===== src/rtl/mult_rr_scheduler.sv =====
// ============================================================================
// Module      : mult_rr_scheduler
// Description : Round-robin arbiter sharing one iterative shift-add multiplier
//               between NREQ requesters; product returned tagged with lane id.
// Revision    : 1.0 - initial release
// ============================================================================
`default_nettype none

module mult_rr_scheduler #(
    parameter int W    = 4,
    parameter int NREQ = 4,
    parameter int IDW  = 2
) (
    input  logic                clk,
    input  logic                reset,
    input  logic [NREQ-1:0]     req,
    input  logic [NREQ*W-1:0]   mcand_in,
    input  logic [NREQ*W-1:0]   mplier_in,
    output logic [NREQ-1:0]     gnt,
    output logic                busy,
    output logic                done,
    output logic [IDW-1:0]      done_id,
    output logic [2*W-1:0]      prod
);

    localparam int CW = (W > 1) ? $clog2(W) : 1;

    typedef enum logic [1:0] {
        S_IDLE = 2'd0,
        S_RUN  = 2'd1,
        S_DONE = 2'd2
    } state_t;

    state_t           state_q, state_d;
    logic [2*W-1:0]   acc_q, acc_d;
    logic [2*W-1:0]   mcand_q, mcand_d;
    logic [W-1:0]     mplier_q, mplier_d;
    logic [CW-1:0]    count_q, count_d;
    logic [IDW-1:0]   id_q, id_d;
    logic [IDW-1:0]   last_q, last_d;
    logic [IDW-1:0]   done_id_q, done_id_d;
    logic [2*W-1:0]   prod_q, prod_d;
    logic             busy_q, busy_d;
    logic             done_q, done_d;

    logic             any_req;
    logic [IDW-1:0]   sel;
    logic [2*W-1:0]   acc_sum;
    int               idx;

    // First requesting lane strictly after the last granted one, wrapping.
    always_comb begin
        any_req = 1'b0;
        sel     = '0;
        idx     = 0;
        for (int k = 1; k <= NREQ; k++) begin
            idx = int'(last_q) + k;
            if (idx >= NREQ) begin
                idx = idx - NREQ;
            end
            if (!any_req && (|(req & (NREQ'(1) << idx)))) begin
                any_req = 1'b1;
                sel     = IDW'(idx);
            end
        end
    end

    always_comb begin
        state_d   = state_q;
        acc_d     = acc_q;
        mcand_d   = mcand_q;
        mplier_d  = mplier_q;
        count_d   = count_q;
        id_d      = id_q;
        last_d    = last_q;
        done_id_d = done_id_q;
        prod_d    = prod_q;
        busy_d    = busy_q;
        done_d    = 1'b0;
        gnt       = '0;
        acc_sum   = acc_q + (mplier_q[0] ? mcand_q : '0);

        case (state_q)
            S_IDLE: begin
                if (any_req) begin
                    gnt      = NREQ'(1) << sel;
                    mcand_d  = {{W{1'b0}}, W'(mcand_in >> (int'(sel) * W))};
                    mplier_d = W'(mplier_in >> (int'(sel) * W));
                    acc_d    = '0;
                    count_d  = '0;
                    id_d     = sel;
                    last_d   = sel;
                    busy_d   = 1'b1;
                    state_d  = S_RUN;
                end
            end
            S_RUN: begin
                acc_d    = acc_sum;
                mcand_d  = mcand_q << 1;
                mplier_d = mplier_q >> 1;
                count_d  = count_q + CW'(1);
                if (count_q == CW'(W - 1)) begin
                    prod_d    = acc_sum;
                    done_id_d = id_q;
                    done_d    = 1'b1;
                    state_d   = S_DONE;
                end
            end
            S_DONE: begin
                busy_d  = 1'b0;
                state_d = S_IDLE;
            end
            default: begin
                busy_d  = 1'b0;
                state_d = S_IDLE;
            end
        endcase
    end

    always_ff @(posedge clk) begin
        if (reset) begin
            state_q   <= S_IDLE;
            acc_q     <= '0;
            mcand_q   <= '0;
            mplier_q  <= '0;
            count_q   <= '0;
            id_q      <= '0;
            last_q    <= IDW'(NREQ - 1);
            done_id_q <= '0;
            prod_q    <= '0;
            busy_q    <= 1'b0;
            done_q    <= 1'b0;
        end else begin
            state_q   <= state_d;
            acc_q     <= acc_d;
            mcand_q   <= mcand_d;
            mplier_q  <= mplier_d;
            count_q   <= count_d;
            id_q      <= id_d;
            last_q    <= last_d;
            done_id_q <= done_id_d;
            prod_q    <= prod_d;
            busy_q    <= busy_d;
            done_q    <= done_d;
        end
    end

    assign busy    = busy_q;
    assign done    = done_q;
    assign done_id = done_id_q;
    assign prod    = prod_q;

endmodule

`default_nettype wire


===== config.mk =====
export PLATFORM = sky130hd
export DESIGN_NAME = mult_rr_scheduler
export DESIGN_NICKNAME = d
export VERILOG_FILES = /design/src/rtl/mult_rr_scheduler.sv
export SDC_FILE = /design/constraint.sdc
export NUM_CORES = 1
export LEC_CHECK = 0
export CAP_MARGIN = 40
export CORE_MARGIN = 2
export CORE_UTILIZATION = 45
export DETAILED_ROUTE_END_ITERATION = 10
export PLACE_DENSITY = 0.75
export SKIP_LAST_GASP = 1
export SYNTH_ARGS = -nofsm -noshare
export SYNTH_HDL_FRONTEND = slang
export SYNTH_SLANG_ARGS = --single-unit

===== constraint.sdc =====
create_clock -name clk -period 3.4 [get_ports clk]
set_input_delay 0.68 -clock clk [delete_from_list [all_inputs] [get_ports clk]]
set_output_delay 0.68 -clock clk [all_outputs]
set_load 0.01 [all_outputs]

==> results of run 1 <==
[power by group through the flow]
| stage | clock network (mW) | logic [mW] | registers [mW] |
|---|---|---|---|
| floorplan | 0 | 0.928 | 0.585 |
| global placement | 0 | 1.37 | 0.597 |
| detailed placement | 0 | 1.39 | 0.598 |
| CTS | 0.381 | 1.41 | 0.588 |
| global route | 0.399 | 1.60 | 0.601 |
| finish | 0.377 | 1.48 | 0.590 |
[final timing paths]
check                  from          to  slack, ns  depth (start not counted)
setup reg to reg  last_q[1]  mcand_q[0]       0.69                         10
hold reg to reg     prod[3]     prod[3]       0.46                          2
setup / recovery     req[2]      gnt[1]       0.04                         10
hold / removal      prod[3]     prod[3]       0.46                          2
[flip-flops by register name, indices dropped and copies added, names as in the netlist, 2 cells and up]
register	flops
acc_q	8
last_q	2
done_id	2
mplier_q	4
id_q	2
mcand_q	8
prod	8
state_q	2
count_q	2
[layout make-up]
type                            count  area, µm²
Timing Repair Buffer               88        790
Fill cell                         522       2240
Sequential cell                    40        802
Clock inverter                      2       35.0
Multi-Input combinational cell    272       1880
Tap cell                           75       93.8
Clock buffer                        6       72.6
Inverter                           13       48.8
[timing repair]
item                       in CTS  in global routing
setup endpoints to repair       4                  4
pin swaps                       2                  4
resized for setup               8                  9
buffers inserted                2                  4
[routing by layer]
| layer | up-vias | GRT usage [%] |
|---|---|---|
| met5 | - | 0 |
| met4 | 0 | 4.26 |
| met3 | 16 | 3.26 |
| met2 | 86 | 37.6 |
| met1 | 1358 | 28.1 |
| li1 | 1447 | - |
[cell usage after synthesis (3+ instances only)]
| cell | number |
|---|---|
| a211oi_1 | 16 |
| a21boi_0 | 4 |
| a21o_1 | 5 |
| a21oi_1 | 16 |
| a22o_1 | 4 |
| a22oi_1 | 23 |
| and2_1 | 9 |
| clkbuf_1 | 18 |
| dfxtp_1 | 40 |
| ha_1 | 13 |
| inv_1 | 13 |
| nand2_1 | 22 |
| nand3b_1 | 6 |
| nand4b_1 | 6 |
| nor2_1 | 32 |
| nor3_1 | 29 |
| o21ai_0 | 17 |
| o21ai_1 | 4 |
| o221ai_1 | 7 |
| o311ai_0 | 6 |
| or3_1 | 12 |
| xnor2_1 | 3 |
[cell families (layout without fill, tap and decap cells)]
| kind of cell | after synthesis | in the layout | synth area share (%) |
|---|---|---|---|
| flip-flops | 40 | 40 | 28.7 |
| XOR/XNOR | 4 | 4 | 1.26 |
| adder cells (fa/ha/maj) | 14 | 14 | 6.56 |
| AO/OA/AOI/OAI | 120 | 120 | 32.7 |
| buffers and inverters | 36 | 109 | 5.48 |
| AND/OR/NAND/NOR | 134 | 134 | 25.2 |
[worst max-delay path, delay by kind of cell]
kind,cells,cell delay (ns)
buffers and inverters,4,1.11
AND/OR/NAND/NOR,4,0.52
AO/OA/AOI/OAI,2,0.37
[through the flow]
stage	worst slack, ns	util, %	setup TNS, ns	total power [mW]	hold slack, ns
finish	0.0392	62.4	0	2.44	0.456
global route	-0.0287	62.4	-0.0495	2.60	0.478
CTS	-0.162	61.5	-0.365	2.38	0.459
detailed placement	-0.264	59.2	-1.00	1.99	0.448
global placement	-0.243	59.2	-0.844	1.97	0.444
floorplan	0.108	-	0	1.51	0.432
==> results.cfg, run 1 <==
[run_status]
status = complete, no violations

[yosys]
postSynth.asyncResetShare_pct = 0
synth_cell_types = 54
synth_top_area_share_pct = 28.7
synth_area_leaders = dfxtp_1, a22oi_1, ha_1
syn-num-nets = 400
ys.flop_type = dfxtp_1
synth.avg_cell_area_um2 = 8.01
synth_edf_count = 0
yosys.area.top_type = dfxtp_1
netlist_instances = 348
ys_seq_area_share_pct = 28.7
synth_seq_cells = 40
netlist_area_um2 = 2790
synth_warnings = 0

[grt]
grt_pass1_vias = 2579
overflow = 0
track_usage_pct = 21.5
grt_pass1_wl_mm = 11.7
grt_max_degree = 44
antenna_found_initial = 0

[floorplan]
core-area_um2 = 5960
initial_core_util_pct = 46.8
ios = 54
dieWidth_um = 82.7
die_area_um2 = 6840
die_h_um = 82.7
row_count = 28

[routing]
wl_met1_mm = 3.36
wl_met3_um = 320
vias_per_cell = 5.86
dr.pass1.iters = 5
avgRoutedWirePerCell_um = 14.8
drt-initial-drc-count = 145
drc = 0
drtAntennaViolNets = 0
dr_wl_met2_mm = 3.58
maxUsedRoutingLayer = met4
finalWirelength_mm = 7.35
via_count = 2907

[timing]
drv_slew = 0
worst_slew_pin_slew_ns = 0.699
hold_viol_final = 0
timing.final.crit_share_pct = 98.8
fin_skew_ns = 0.00728
maxSlewHeadroom_pct = 53.2
setup_viol = 0
fin_crit_ns = 3.36
clock.fmax_ghz = 0.298

[cells_and_area]
area_growth_pct = 33.4
instances_no_fill = 496
final_cell_mix = clkdlybuf4s50_1, dfxtp_1, buf_4
drive_gt1_share_pct = 15.2
num-nets-final = 472
diodes = 0
layout_commonest_cell = clkdlybuf4s50_1
design_area_um2 = 3720

[setup_path]
path_class = input pin to output port
cp_slowest_cell = clkdlybuf4s50_1
cp_cell_sequence = clkdlybuf4s50_1, buf_4, a22o_1, nor2_4, buf_4, a21oi_4, nor2_1, or2_1, nor2_1, dlygate4sd2_1
crit_path_start_kind = input pin
cp-end-kind = output port
required_ns = 2.72
critical_path.max_fanout = 4
crit_arrival_ns = 2.68
critPathMaxStageDelay_ns = 0.53

[clocking]
clockBufferDepth = 2
cts-root-buf = clkbuf_8
htreeDepth = 2
worst_skew_pair.late_latency_ns = 0.29
cts_sinks = 40
cts_tree = built
hold_buffers = 0
clkSlewWorstSetupHoldPaths_ns = 0.08
cts_buffers = 5

[placed_design]
dpl.hpwl_mm = 5.21
io_buffers = 53
gp_congestion = 0.803
dpl_cell_area_um2 = 3520
dp_cells = 482

[min_path]
hold_class = register to register

[power_and_ir_drop]
ir_drop_mv = 0.449
switchingPower_mw = 1.02
p_comb_share_pct = 60.4
powerDensity_nw_per_um2 = 657
p_leak_nw = 1.42
p_clk_share_pct = 15.4
internal_power_mw = 1.42
power.share.sequential_pct = 24.2
switching_share_pct = 41.8

[run]
cap_violations = 0
Note: power is estimated with default switching activity, not from simulation.
==> run 2, diff against run 1 <==
--- a/config.mk
+++ b/config.mk
@@ -6,10 +6,11 @@
 export NUM_CORES = 1
 export LEC_CHECK = 0
 export CAP_MARGIN = 40
+export CORE_ASPECT_RATIO = 1.5
 export CORE_MARGIN = 2
-export CORE_UTILIZATION = 45
+export CORE_UTILIZATION = 30
 export DETAILED_ROUTE_END_ITERATION = 10
-export PLACE_DENSITY = 0.75
+export PLACE_DENSITY = 0.55
 export SKIP_LAST_GASP = 1
 export SYNTH_ARGS = -nofsm -noshare
 export SYNTH_HDL_FRONTEND = slang
==> run 2 against run 1 <==
Compared with the run above: count of clock-buffer cells in the layout rose by 1; global-route usage decreased by 4.9 points; largest power group unchanged; clock skew shrank 0.0026 ns; sequential cell count is the same; maximum frequency up 2.3%; largest cell class unchanged; critical path type is now register to output port; utilization is 21 points lower; clock power is 26% higher; sequential share of layout area decreased by 0.25 points; via count fell by 0.52%; critical path depth fell by 1; wire length is 6.6% higher.
==> results.cfg, run 2 (synthesis gave the netlist of run 1 again) <==
[setup_path]
path_class = register to output port
crit_arrival_ns = 2.61
critical_path.max_fanout = 6
required_ns = 2.72
crit_path_start_kind = register
cp-end-kind = output port
reg2regPathDepth = 9

[grt]
grt_max_degree = 33
grtUsageMet3_pct = 1.70
grtUsageMet1_pct = 20.2
overflow = 0
antenna_found_initial = 0
track_usage_pct = 16.6
grt.busiest_layer = met2
grt_pass1_vias = 2877
gr-usage-met2_pct = 29.0
grt_pass1_wl_mm = 13.4

[floorplan]
row_count = 43
core-area_um2 = 9150
dieWidth_um = 82.7
die_area_um2 = 10100
initial_core_util_pct = 30.5
die_h_um = 122
ios = 54

[power_and_ir_drop]
p_leak_nw = 1.38
powerDensity_nw_per_um2 = 674
p_total_mw = 2.54
ir_drop_mv = 0.358

[run_status]
status = complete, no violations

[cells_and_area]
fillerInstances = 951
area_growth_pct = 35.2
drive_gt1_share_pct = 14.9
diodes = 0
layout_commonest_cell = clkdlybuf4s50_1
multi_input_area_um2 = 1880
seq_area_um2 = 803
final_cell_mix = clkdlybuf4s50_1, dfxtp_1, nor2_1
num-nets-final = 467

[timing]
drv_slew = 0
setup_ws_ns = 0.115
fin_crit_ns = 3.29
fin_skew_ns = 0.00471
maxSlewHeadroom_pct = 65.2
hold_viol_final = 0
clock.fmax_ghz = 0.304
setup_viol = 0
timing.final.crit_share_pct = 96.6
worst_slew_pin_slew_ns = 0.521

[routing]
finalWirelength_mm = 7.83
drc = 0
via_count = 2892
dr.pass1.iters = 4
drt-initial-drc-count = 92
vias_per_cell = 5.48
avgRoutedWirePerCell_um = 14.8
drtAntennaViolNets = 0

[placed_design]
pre_cts_ws_ns = -0.330
dpl.hpwl_mm = 5.81
gp_congestion = 0.816
io_buffers = 53

[clocking]
cts-root-buf = clkbuf_16
hold_buffers = 0
clockBufferDepth = 2
htreeDepth = 2
cts_sinks = 40
worst_skew_pair.late_latency_ns = 0.28
cts_tree = built
clkSlewWorstSetupHoldPaths_ns = 0.06
cts_buffers = 5

[min_path]
hold_class = register to register
holdPathStages = 2

[run]
cap_violations = 0
[run 2: cell types whose count changed in the layout (fill, tap and decap cells not counted), sizes merged]
cell           previous run  this run
buf                      35        30
dlygate4sd2               3         7
dlymetal6s2s              2         0
bufinv                    1         0
clkdlybuf4s50            47        46
clkinv                    1         0
clkinvlp                  0         1
[run 2: final cells by class]
type | count | area share [%]
Multi-Input combinational cell | 272 | 49.8
Inverter | 13 | 1.30
Clock inverter | 1 | 0.199
Clock buffer | 7 | 3.79
Timing Repair Buffer | 83 | 19.8
Sequential cell | 40 | 21.3
Tap cell | 112 | 3.72
[run 2: stage by stage]
step	hold slack (ns)	std cells	setup TNS (ns)	utilization, %	instance area, µm²
after CTS	0.461	525	0	40.7	3730
after detailed placement	0.453	515	-1.13	38.7	3540
after floorplan	0.432	348	0	-	2790
after global routing	0.471	528	-0.00300	41.2	3770
final	0.458	528	0	41.2	3770
after global placement	0.450	515	-1.06	38.7	3540
[run 2: worst max-delay path: stages (launching register included)]
cell             delay, ns
dfxtp_2               0.34
inv_1                 0.14
ha_2                  0.28
a22oi_1               0.16
a211o_4               0.40
a21o_1                0.20
a21oi_1               0.16
buf_4                 0.14
nor2_1                0.04
clkdlybuf4s50_1       0.47
[run 2: path summary, 6_finish.rpt]
kind                 endpoint        from  slack (ns)
hold reg to reg    done_id[0]  done_id[0]        0.46
setup reg to reg  mplier_q[1]   last_q[0]        0.89
hold / removal     done_id[0]  done_id[0]        0.46
setup / recovery       gnt[0]   last_q[1]        0.11
[run 2: repair_timing]
| item | CTS | global route |
|---|---|---|
| setup buffers | 2 | 3 |
| endpoints found under the setup margin | 4 | 3 |
| pin swaps | 2 | 4 |
| resized for setup | 14 | 5 |
| gates cloned | 0 | 0 |
[run 2: power by group]
group	internal [mW]	switching, mW
combinational	0.659	0.815
clock	0.292	0.183
sequential	0.537	0.0528
[run 2: metal layers]
layer / up-vias / share of wire (%)
li1: 1443 / -
met1: 1372 / 43
met2: 63 / 52
met3: 14 / 2.9
met4: 0 / 2.1
met5: - / 0
==> run 3, diff against run 2 <==
--- a/config.mk
+++ b/config.mk
@@ -5,7 +5,6 @@
 export SDC_FILE = /design/constraint.sdc
 export NUM_CORES = 1
 export LEC_CHECK = 0
-export CAP_MARGIN = 40
 export CORE_ASPECT_RATIO = 1.5
 export CORE_MARGIN = 2
 export CORE_UTILIZATION = 30
==> results of run 3 <==
The final DEF is identical to that of run 2; final timing and power are the same.
